**config.mk**
```make
export PLATFORM = sky130hd
export DESIGN_NAME = eeprom_master
export DESIGN_NICKNAME = d
export VERILOG_FILES = /design/src/rtl/eeprom_master_pkg.sv /design/src/rtl/eeprom_master_tick.sv /design/src/rtl/eeprom_master.sv
export SDC_FILE = /design/constraint.sdc
export NUM_CORES = 1
export LEC_CHECK = 0
export BUFFER_PORTS_ARGS = -buffer_cell sky130_fd_sc_hd__buf_2
export CORE_ASPECT_RATIO = 1.5
export CORE_UTILIZATION = 34
export DETAILED_ROUTE_END_ITERATION = 16
export PLACE_DENSITY = 0.48
export SYNTH_ARGS = -nofsm -noshare
export SYNTH_HDL_FRONTEND = slang
export SYNTH_SLANG_ARGS = --single-unit
```
**constraint.sdc**
```tcl
create_clock -name clk -period 6.05 [get_ports clk]
set_clock_uncertainty 0.2 [all_clocks]
set_input_delay 0.9075 -clock clk [delete_from_list [all_inputs] [get_ports clk]]
set_output_delay 0.9075 -clock clk [all_outputs]
set_load 0.02 [all_outputs]
```
**src/rtl/eeprom_master_pkg.sv**
```systemverilog
// Shared types, bus command bytes and byte-sequence helper for the EEPROM master.
package eeprom_master_pkg;

    typedef enum logic [3:0] {
        ST_IDLE    = 4'd0,
        ST_START   = 4'd1,
        ST_SEND    = 4'd2,
        ST_ACK_IN  = 4'd3,
        ST_RESTART = 4'd4,
        ST_RECV    = 4'd5,
        ST_ACK_OUT = 4'd6,
        ST_STOP    = 4'd7,
        ST_FINISH  = 4'd8
    } state_t;

    localparam logic [7:0] CMD_WRITE = 8'hA0;
    localparam logic [7:0] CMD_READ  = 8'hA1;
    localparam logic [1:0] IDX_LAST  = 2'd3;

    // Byte placed on the bus for a given position in the transaction.
    function automatic logic [7:0] tx_byte(input logic [1:0]  idx,
                                           input logic        we,
                                           input logic [12:0] addr,
                                           input logic [7:0]  wdata);
        logic [7:0] b;
        case (idx)
            2'd0:    b = CMD_WRITE;
            2'd1:    b = {3'b000, addr[12:8]};
            2'd2:    b = addr[7:0];
            default: b = we ? wdata : CMD_READ;
        endcase
        return b;
    endfunction

endpackage

```
**src/rtl/eeprom_master_tick.sv**
```systemverilog
// SCL half-period timer: down-counter that pulses tick on terminal count while enabled.
module eeprom_master_tick #(
    parameter int HALF_PERIOD = 4
) (
    input  logic clk,
    input  logic reset_n,
    input  logic en,
    input  logic clr,
    output logic tick
);

    localparam logic [7:0] RELOAD = 8'(HALF_PERIOD - 1);

    logic [7:0] count_q;

    always_ff @(posedge clk) begin
        if (!reset_n) begin
            count_q <= '0;
        end else if (clr || !en || (count_q == '0)) begin
            count_q <= RELOAD;
        end else begin
            count_q <= count_q - 8'd1;
        end
    end

    assign tick = en && !clr && (count_q == '0);

endmodule

```
**src/rtl/eeprom_master.sv**
```systemverilog
// Two-wire EEPROM master: single byte write or random read per host request.
//
// state      | meaning
// -----------+------------------------------------------------------------
// IDLE       | bus released, waiting for req
// START      | ph0 hold idle level, ph1 SDA low with SCL high
// SEND       | shift one byte MSB first, ph0 SCL low / ph1 SCL high
// ACK_IN     | release SDA for ninth clock, sample slave ACK
// RESTART    | ph0 SCL low, ph1 SCL high, ph2 SDA low (repeated start)
// RECV       | release SDA, shift in eight bits
// ACK_OUT    | master NACK on ninth clock to end the read
// STOP       | ph0 SCL low, ph1 SDA low, ph2 SCL high, ph3 SDA high
// FINISH     | one-cycle done pulse, back to IDLE
module eeprom_master
    import eeprom_master_pkg::*;
#(
    parameter int HALF_PERIOD = 4
) (
    input  logic        clk,
    input  logic        reset_n,
    input  logic        req,
    input  logic        we,
    input  logic [12:0] addr,
    input  logic [7:0]  wdata,
    output logic        busy,
    output logic        done,
    output logic        nack,
    output logic [7:0]  rdata,
    output logic        scl_out,
    output logic        sda_out,
    input  logic        sda_in
);

    state_t      state_q, state_d;
    logic [1:0]  phase_q, phase_d;
    logic        tick;

    logic        we_q;
    logic [12:0] addr_q;
    logic [7:0]  wdata_q;
    logic [1:0]  byte_idx_q;
    logic [2:0]  bit_cnt_q;
    logic [7:0]  tx_q;
    logic [7:0]  rx_q;
    logic        nack_q;
    logic [7:0]  rdata_q;

    logic        bit_end;
    logic        enter_send;
    logic        enter_recv;
    logic [1:0]  load_idx;

    eeprom_master_tick #(
        .HALF_PERIOD (HALF_PERIOD)
    ) u_tick (
        .clk     (clk),
        .reset_n (reset_n),
        .en      (busy),
        .clr     (state_q == ST_IDLE),
        .tick    (tick)
    );

    always_ff @(posedge clk) begin
        if (!reset_n) begin
            state_q <= ST_IDLE;
            phase_q <= '0;
        end else begin
            state_q <= state_d;
            phase_q <= phase_d;
        end
    end

    always_comb begin
        state_d = state_q;
        phase_d = phase_q;
        case (state_q)
            ST_IDLE: begin
                if (req) begin
                    state_d = ST_START;
                    phase_d = '0;
                end
            end
            ST_START: begin
                if (tick) begin
                    if (phase_q == 2'd0) begin
                        phase_d = 2'd1;
                    end else begin
                        state_d = ST_SEND;
                        phase_d = '0;
                    end
                end
            end
            ST_SEND: begin
                if (tick) begin
                    if (phase_q == 2'd0) begin
                        phase_d = 2'd1;
                    end else begin
                        phase_d = '0;
                        if (bit_cnt_q == '0) state_d = ST_ACK_IN;
                    end
                end
            end
            ST_ACK_IN: begin
                if (tick) begin
                    if (phase_q == 2'd0) begin
                        phase_d = 2'd1;
                    end else begin
                        phase_d = '0;
                        if (sda_in)                              state_d = ST_STOP;
                        else if (byte_idx_q == IDX_LAST)         state_d = we_q ? ST_STOP : ST_RECV;
                        else if (!we_q && (byte_idx_q == 2'd2))  state_d = ST_RESTART;
                        else                                     state_d = ST_SEND;
                    end
                end
            end
            ST_RESTART: begin
                if (tick) begin
                    if (phase_q != 2'd2) begin
                        phase_d = phase_q + 2'd1;
                    end else begin
                        state_d = ST_SEND;
                        phase_d = '0;
                    end
                end
            end
            ST_RECV: begin
                if (tick) begin
                    if (phase_q == 2'd0) begin
                        phase_d = 2'd1;
                    end else begin
                        phase_d = '0;
                        if (bit_cnt_q == '0) state_d = ST_ACK_OUT;
                    end
                end
            end
            ST_ACK_OUT: begin
                if (tick) begin
                    if (phase_q == 2'd0) begin
                        phase_d = 2'd1;
                    end else begin
                        state_d = ST_STOP;
                        phase_d = '0;
                    end
                end
            end
            ST_STOP: begin
                if (tick) begin
                    if (phase_q != 2'd3) begin
                        phase_d = phase_q + 2'd1;
                    end else begin
                        state_d = ST_FINISH;
                        phase_d = '0;
                    end
                end
            end
            ST_FINISH: begin
                state_d = ST_IDLE;
                phase_d = '0;
            end
            default: begin
                state_d = ST_IDLE;
                phase_d = '0;
            end
        endcase
    end

    // STOP ph0 keeps SDA released so a NACKed bus never falls while SCL is still high.
    always_comb begin
        scl_out = 1'b1;
        sda_out = 1'b1;
        busy    = 1'b1;
        done    = 1'b0;
        case (state_q)
            ST_IDLE: begin
                busy = 1'b0;
            end
            ST_START: begin
                sda_out = (phase_q == 2'd0);
            end
            ST_SEND: begin
                scl_out = (phase_q == 2'd1);
                sda_out = tx_q[7];
            end
            ST_ACK_IN, ST_RECV, ST_ACK_OUT: begin
                scl_out = (phase_q == 2'd1);
            end
            ST_RESTART: begin
                scl_out = (phase_q != 2'd0);
                sda_out = (phase_q != 2'd2);
            end
            ST_STOP: begin
                scl_out = phase_q[1];
                sda_out = (phase_q == 2'd0) || (phase_q == 2'd3);
            end
            ST_FINISH: begin
                busy = 1'b0;
                done = 1'b1;
            end
            default: begin
                busy = 1'b0;
            end
        endcase
    end

    // Tick during the SCL-high phase is the last clk of that half-period.
    assign bit_end    = tick && (phase_q == 2'd1);
    assign enter_send = (state_d == ST_SEND) && (state_q != ST_SEND);
    assign enter_recv = (state_d == ST_RECV) && (state_q != ST_RECV);
    assign load_idx   = (state_q == ST_ACK_IN) ? (byte_idx_q + 2'd1) : byte_idx_q;

    always_ff @(posedge clk) begin
        if (!reset_n) begin
            we_q       <= 1'b0;
            addr_q     <= '0;
            wdata_q    <= '0;
            byte_idx_q <= '0;
            bit_cnt_q  <= '0;
            tx_q       <= '0;
            rx_q       <= '0;
            nack_q     <= 1'b0;
            rdata_q    <= '0;
        end else begin
            if ((state_q == ST_IDLE) && req) begin
                we_q       <= we;
                addr_q     <= addr;
                wdata_q    <= wdata;
                byte_idx_q <= '0;
                nack_q     <= 1'b0;
            end

            if (enter_send) begin
                tx_q      <= tx_byte(load_idx, we_q, addr_q, wdata_q);
                bit_cnt_q <= 3'd7;
            end else if (enter_recv) begin
                bit_cnt_q <= 3'd7;
            end else if (bit_end && ((state_q == ST_SEND) || (state_q == ST_RECV))
                         && (bit_cnt_q != '0)) begin
                bit_cnt_q <= bit_cnt_q - 3'd1;
                tx_q      <= {tx_q[6:0], 1'b0};
            end

            if ((state_q == ST_RECV) && bit_end) begin
                rx_q <= {rx_q[6:0], sda_in};
            end

            if ((state_q == ST_ACK_IN) && bit_end) begin
                nack_q <= sda_in;
                if (!sda_in && (byte_idx_q != IDX_LAST)) begin
                    byte_idx_q <= byte_idx_q + 2'd1;
                end
            end

            if ((state_q == ST_STOP) && tick && (phase_q == 2'd3) && !we_q && !nack_q) begin
                rdata_q <= rx_q;
            end
        end
    end

    assign nack  = nack_q;
    assign rdata = rdata_q;

endmodule

```
Yosys cells after proc, flatten, opt, wreduce, memory -nomap -nowiden:

Cells that the tools add are included.

* input bits: 26
* output and inout bits: 13
* register bits after elaboration: 66

* reduce and logical (&&, ||, !) cells: 41
* muxes and demuxes: 49
* equal/unequal tests: 26
* bitwise gates (word level): 1
* add/subtract/negate cells: 4

Operators with widths (number)
* $mux W4: 17
* $mux W8: 4
* $pmux W4 S8: 1
* $mux W2: 12
* $pmux W8 S3: 1
* $eq A4 B3 Y1 const B: 5
* $mux W3: 6
* $logic_and A1 B1 Y1: 16
* $ne A2 B2 Y1 const B: 7
* $eq A4 B2 Y1 const B: 3
* $eq A2 B2 Y1 const B: 4
* $logic_not A8 Y1: 1
* $pmux W2 S4: 1
* $sub A8 B1 Y8 const B: 1
* $reduce_or A7 Y1: 1
* $reduce_bool A2 Y1: 3
* $reduce_bool A3 Y1: 2
* $logic_not A1 Y1: 5
* $mux W1: 5
* $reduce_or A5 Y1: 1
* $add A2 B1 Y2 const B: 2
* $eq A2 B1 Y1 const B: 2
* $eq A4 B1 Y1 const B: 1
* $eq A4 B4 Y1 const B: 1
* 15 further kinds: 19

Longest topological paths before layout:

* depth after elaboration: 12
* gate-level depth with buffers: 10
* mapped depth without buffers: 9

Cells and area by module:

Synthesis repeated with hierarchy kept, for this count alone.

* cell total of the unflattened synthesis: 398
* area total of the unflattened synthesis: 3374.5 um^2

By module, submodules not included
* eeprom_master: area each 2959.1 um^2, times used 1, cells each 351, seq. area each 1161.1 um^2
* eeprom_master_tick: area each 415.4 um^2, times used 1, cells each 47, seq. area each 160.2 um^2

Worst setup path after synthesis:

No wires, ideal clock.

* kind: register to register
* start: register u_tick.count_q[0]
* end: register tx_q[0]
* data required time: 5.783 ns
* buffers on the path: 0
* slack: 3.386 ns
* library setup time: 0.067 ns
* data arrival time: 2.397 ns
* clock period less this slack: 2.664 ns
* stages on the path, launching flop included: 9
* cell sequence: dfxtp_1 inv_1 ha_1 nor3b_1 and4_4 mux2_4 or4_4 a31o_1 a21oi_2

* cells in the longest elaborated chain, start to end: 8

Ends and longest elaborated chain
* start: declaration: RTL line eeprom_master_tick.sv:14 `logic [7:0] count_q;`
* start signal: assignment: RTL line eeprom_master_tick.sv:22 `count_q <= count_q - 8'd1;`
* $logic_not A8 Y1 *: RTL line eeprom_master_tick.sv:26 `assign tick = en && !clr && (count_q == '0);`
* $logic_and A1 B1 Y1 *: RTL line eeprom_master_tick.sv:26
* $mux W4, or another cell as far along: RTL line eeprom_master.sv:147 `if (tick) begin`
* $pmux W4 S8: RTL line eeprom_master.sv:76 `case (state_q)`
* $eq A4 B2 Y1 / $eq A4 B3 Y1 (equally long branches): RTL line eeprom_master.sv:207, eeprom_master.sv:208
* $logic_and A1 B1 Y1 (on tied branches): RTL line eeprom_master.sv:207, eeprom_master.sv:208
* $ne A2 B2 Y1 (no line) / $reduce_bool A2 Y1 (equally long branches)
* $reduce_and A2 Y1 (no line)
* end signal: assignment: RTL line eeprom_master.sv:232 `tx_q <= tx_byte(load_idx, we_q, addr_q, wdata_q);`
* end signal: assignment: RTL line eeprom_master.sv:239 `tx_q <= {tx_q[6:0], 1'b0};`
* end: declaration: RTL line eeprom_master.sv:43 `logic [7:0] tx_q;`

Every way passes the cells marked *; elsewhere a longest branch is shown, timed or not.
A chain may end at the register's enable or synchronous reset.

Worst setup path after layout:

* start: register phase_q[1]
* end: output scl_out

* cells in the longest elaborated chain, start to end: 2

Ends and longest elaborated chain
* start: declaration: RTL line eeprom_master.sv:35 `logic [1:0] phase_q, phase_d;`
* start signal: assignment: RTL line eeprom_master.sv:69 `phase_q <= phase_d;`
* $eq A2 B1 Y1 / $reduce_bool A2 Y1 (equally long branches): RTL line eeprom_master.sv:181, eeprom_master.sv:185, eeprom_master.sv:188
* $pmux W1 S3 *: RTL line eeprom_master.sv:173 `case (state_q)`
* end: declaration: RTL line eeprom_master.sv:29 `output logic scl_out,`

Marks and branches as above.

==> flow_summary.rst <==
.. list-table::
   :header-rows: 1

   * - Metric
     - Value
   * - Worst Max-Slew Pin Slew
     - between 0.9 and 1 ns
   * - Post-synthesis instance total
     - 405
   * - Pin count of the biggest net entering global routing
     - 45
   * - Power density relative to cell area
     - around 280 nW/um^2
   * - Worst Setup Path Type
     - register to output pin
   * - Number of flip-flops and latches in the synthesized netlist
     - 66
   * - Sum of routed wire length over all layers
     - 7.939 mm
   * - Effective utilization at floorplan
     - 0.3509
   * - Final hold violation count
     - 0
   * - Post-synth EDFFs
     - 0
   * - Latest clock arrival within the worst-skew pair
     - about 0.33 ns
   * - Relative contribution of the clock network to total power
     - 0.513
   * - Hold-fix buffers, CTS
     - 0
   * - Count of buffers inserted at the top-level ports
     - 38
   * - TritonCTS clock tree
     - yes
   * - Post-Syn Area
     - 3400 um^2
   * - IR drop worst, VDD
     - 0.0001734 V
   * - Violation count after the first detailed-routing iteration
     - between 100 and 150
   * - First-pass GRT wire length
     - roughly 13 mm
   * - Boundary Pins
     - 39
   * - Top library cells by usage in the layout, fill and taps aside
     - 66 x dfxtp_1, 56 x nand2_1, 44 x nor2_1
   * - Fraction of power spent switching nets
     - 0.2278
   * - Number of antenna-violating nets in the routed design
     - 0
   * - Reg2reg setup slack
     - 2.97 ns
   * - Achievable Freq
     - 319.2 MHz
   * - Sequential cell fraction of total power
     - 0.412
   * - Final Net Count
     - ~470
   * - DRT Pass-1 Iters
     - 5
   * - Combined flip-flop and latch cell area
     - ~1300 um^2
   * - Post-cts sizing count
     - 0
   * - Area delta synth->final
     - 17.22%
   * - CP startpoint kind
     - register
   * - Overall global routing resource usage
     - 0.1603
   * - Total negative slack for setup checks
     - 0 ns
   * - Depth of the worst hold-timing path
     - 2
   * - Number of core rows
     - 44
   * - Stage delay of the slowest cell on the critical path
     - 0.40 ns
   * - Mean instance size in the synthesized netlist
     - around 8.4 um^2
   * - Total of fill cells in the finished design
     - about 1000
   * - Total of endpoints with negative setup slack in the final report
     - 0
   * - Maximum buffer depth of the clock tree
     - 2
   * - Reg-to-Reg Start
     - u_tick.count_q[0]
   * - Cell at the root of the clock tree
     - clkbuf_16
   * - Run status
     - finished, final reports clean
   * - Fraction of synthesis flops using an asynchronous set or reset pin
     - 0
   * - Clock-pin slew of the registers on the worst-case setup and hold paths
     - 0.06 ns
   * - Worst R2R End
     - bit_cnt_q[1]
   * - Clock sink count
     - 66
   * - Worst EP arrival
     - roughly 2.0 ns
   * - Synth warnings
     - 0
   * - Share of final-layout standard cells stronger than drive strength 1
     - 0.1648
   * - Synth area leaders
     - dfxtp_1 39%, mux2i_1 9.1%, nand2_1 6.2%
   * - Worst r2r path cells
     - 8
   * - Ant. Diodes
     - 0
   * - Hold Path Sink
     - addr_q[7]
   * - Syn Nets
     - around 440
   * - Routed length per instance
     - 14.38 um
   * - Die Wd
     - ~84 um
   * - Leak Pwr
     - between 0.0015 and 0.002 uW
   * - DP Wirelength
     - about 5.6 mm
   * - Count of final max-slew check failures
     - 0
   * - Critical path, cell by cell
     - inv_1, ha_1, nand2_1, o21ai_0, o22ai_1, a21oi_1, or2_2, buf_2
   * - TritonCTS buffer count
     - 9
   * - Via count
     - about 2800
   * - Vias in the first global route
     - 2764
   * - Worst Min Path Start
     - addr_q[7]
   * - Multi-input logic area
     - slightly below 2000 um^2
   * - Post-DR vias/cell
     - between 5 and 6
   * - Cell taking the most area after synthesis
     - dfxtp_1
   * - Crit. End Element
     - output pin
   * - Count of unique library cells instantiated by Yosys
     - 51
   * - Maximum capacitance violations
     - 0
   * - Synth top area share
     - 0.3887
   * - Number of design rule violations left after detail routing
     - 0
   * - Final cycle utilization of the critical path
     - 0.5178
   * - Die Outline Area
     - between 10000 and 15000 um^2
   * - Post-CTS setup buffer count
     - 0
   * - Final Power
     - about 1100 uW
   * - Net Switching
     - between 200 and 300 uW
   * - Vertical die dimension
     - 124.5 um
   * - Global route overflow
     - 0
   * - RSZ-0062 raised after global routing
     - false
   * - Final Wtd Congestion
     - a little under 0.8
   * - Internal portion of total power
     - about 860 uW
   * - Min Clock Period, post-route
     - between 3 and 4 ns
   * - Placeable core area
     - just under 10000 um^2
   * - Crit path max fanout
     - 7
   * - Library cell contributing the largest single delay on the critical path
     - dfxtp_1
   * - Kind of cell with the highest combined delay on the critical path
     - flip-flops
   * - Register area share after synthesis
     - 0.3887
   * - Most common library cell in the layout ignoring fill and taps
     - dfxtp_1
   * - Top_reg_cell synth
     - dfxtp_1
   * - Combinational group share of total power
     - 0.075
   * - Worst Hold Class
     - register to register
   * - Number of antenna violations at the first check in global routing
     - 0
   * - Critical path data required time
     - between 4 and 5 ns
   * - Max H-tree Level
     - 3
   * - Worst slew slack as a fraction of its limit
     - 0.3561
   * - Worst path buffer plus inverter count
     - 2
-- per-layer routing --
| layer | GRT usage | routed length, um | vias up |
|---|---|---|---|
| met1 | 0.1876 | 3584 | 1298 |
| met2 | 0.2740 | 3957 | 44 |
| li1 | - | - | 1475 |
| met4 | 0.07876 | 171 | 0 |
| met5 | 0 | 0 | - |
| met3 | 0.03446 | 225 | 13 |
-- per-stage QoR --
step                      utilization  instance area [um^2]  hold WS (ns)  setup slack, ns  std cells
after floorplan                     -                  3400        0.2312            3.386        405
after global routing           0.4113                  3985        0.2725            2.769        552
final                          0.4113                  3985        0.2526            2.917        552
after detailed placement       0.3775                  3657        0.2467            2.985        537
after CTS                      0.4113                  3985        0.2552            2.904        552
after global placement         0.3775                  3657        0.2432            3.031        537
-- power by group through the flow --
stage / logic [uW] / clock network [uW] / registers, uW
2_1_floorplan: 64.0 / 0 / 462
3_3_place_gp: 83.8 / 0 / 468
3_5_place_dp: 83.8 / 0 / 469
4_1_cts: 84.2 / 587 / 459
5_1_grt: 93.4 / 605 / 461
6_report: 83.2 / 571 / 459
-- sequential cells by signal, indices dropped and copies added (netlist names), 3 cells and up --
name / cells
addr_q: 13
rdata: 8
rx_q: 8
tx_q: 8
u_tick.count_q: 8
wdata_q: 8
state_q: 4
bit_cnt_q: 3
-- area by class of cell --
cell class,instances,area share
clock buffer,11,0.06342
multi-input combinational,303,0.4863
sequential,66,0.3316
clock inverter,4,0.01884
inverter,13,0.01224
tap,115,0.03611
timing repair buffer,40,0.05149
-- worst register-to-register path: stages, from the launching register on --
cell     delay, ns
dfxtp_1       0.33
inv_1         0.10
ha_1          0.17
nor3b_1       0.50
and4_4        0.35
mux2_4        0.32
nor4_4        0.56
nand3_1       0.26
a31oi_1       0.21
-- worst max-delay path by stage --
stage               depth (start not counted)           end  slack [ns]               from
finish                                      8       scl_out        2.92         phase_q[1]
global route                                8       scl_out        2.77         phase_q[1]
CTS                                         8       scl_out        2.90         phase_q[1]
detailed placement                          8  bit_cnt_q[1]        2.98  u_tick.count_q[0]
global placement                            7       tx_q[2]        3.03             sda_in
floorplan                                   8       tx_q[0]        3.39  u_tick.count_q[0]
-- logic make-up after synthesis --
logic type | count (synthesis) | synth area share
xor gates and xnor gates | 6 | 0.01546
buffers and inverters | 36 | 0.04122
adders and majority gates | 12 | 0.04417
muxes | 33 | 0.09974
AOI/OAI and AO/OA | 78 | 0.1410
DFF | 66 | 0.3887
and+or+nand+nor | 174 | 0.2698
-- cells in the mapped netlist (3+ instances only) --
| master | count |
|---|---|
| dfxtp_1 | 66 |
| nand2_1 | 56 |
| nor2_1 | 44 |
| a21oi_1 | 40 |
| mux2i_1 | 31 |
| clkbuf_1 | 19 |
| inv_1 | 13 |
| nand3_1 | 13 |
| ha_1 | 12 |
| nand2b_1 | 10 |
| nor4_1 | 9 |
| a211oi_1 | 8 |
| a31oi_1 | 6 |
| and2_1 | 6 |
| o21ai_0 | 6 |
| nand4_1 | 5 |
| o2bb2ai_1 | 5 |
| buf_2 | 4 |
| nor3_1 | 4 |
| xnor2_1 | 4 |
| and3_1 | 3 |
| nand3b_1 | 3 |
| o21a_1 | 3 |
No activity file was read; power rests on OpenSTA's default activity.
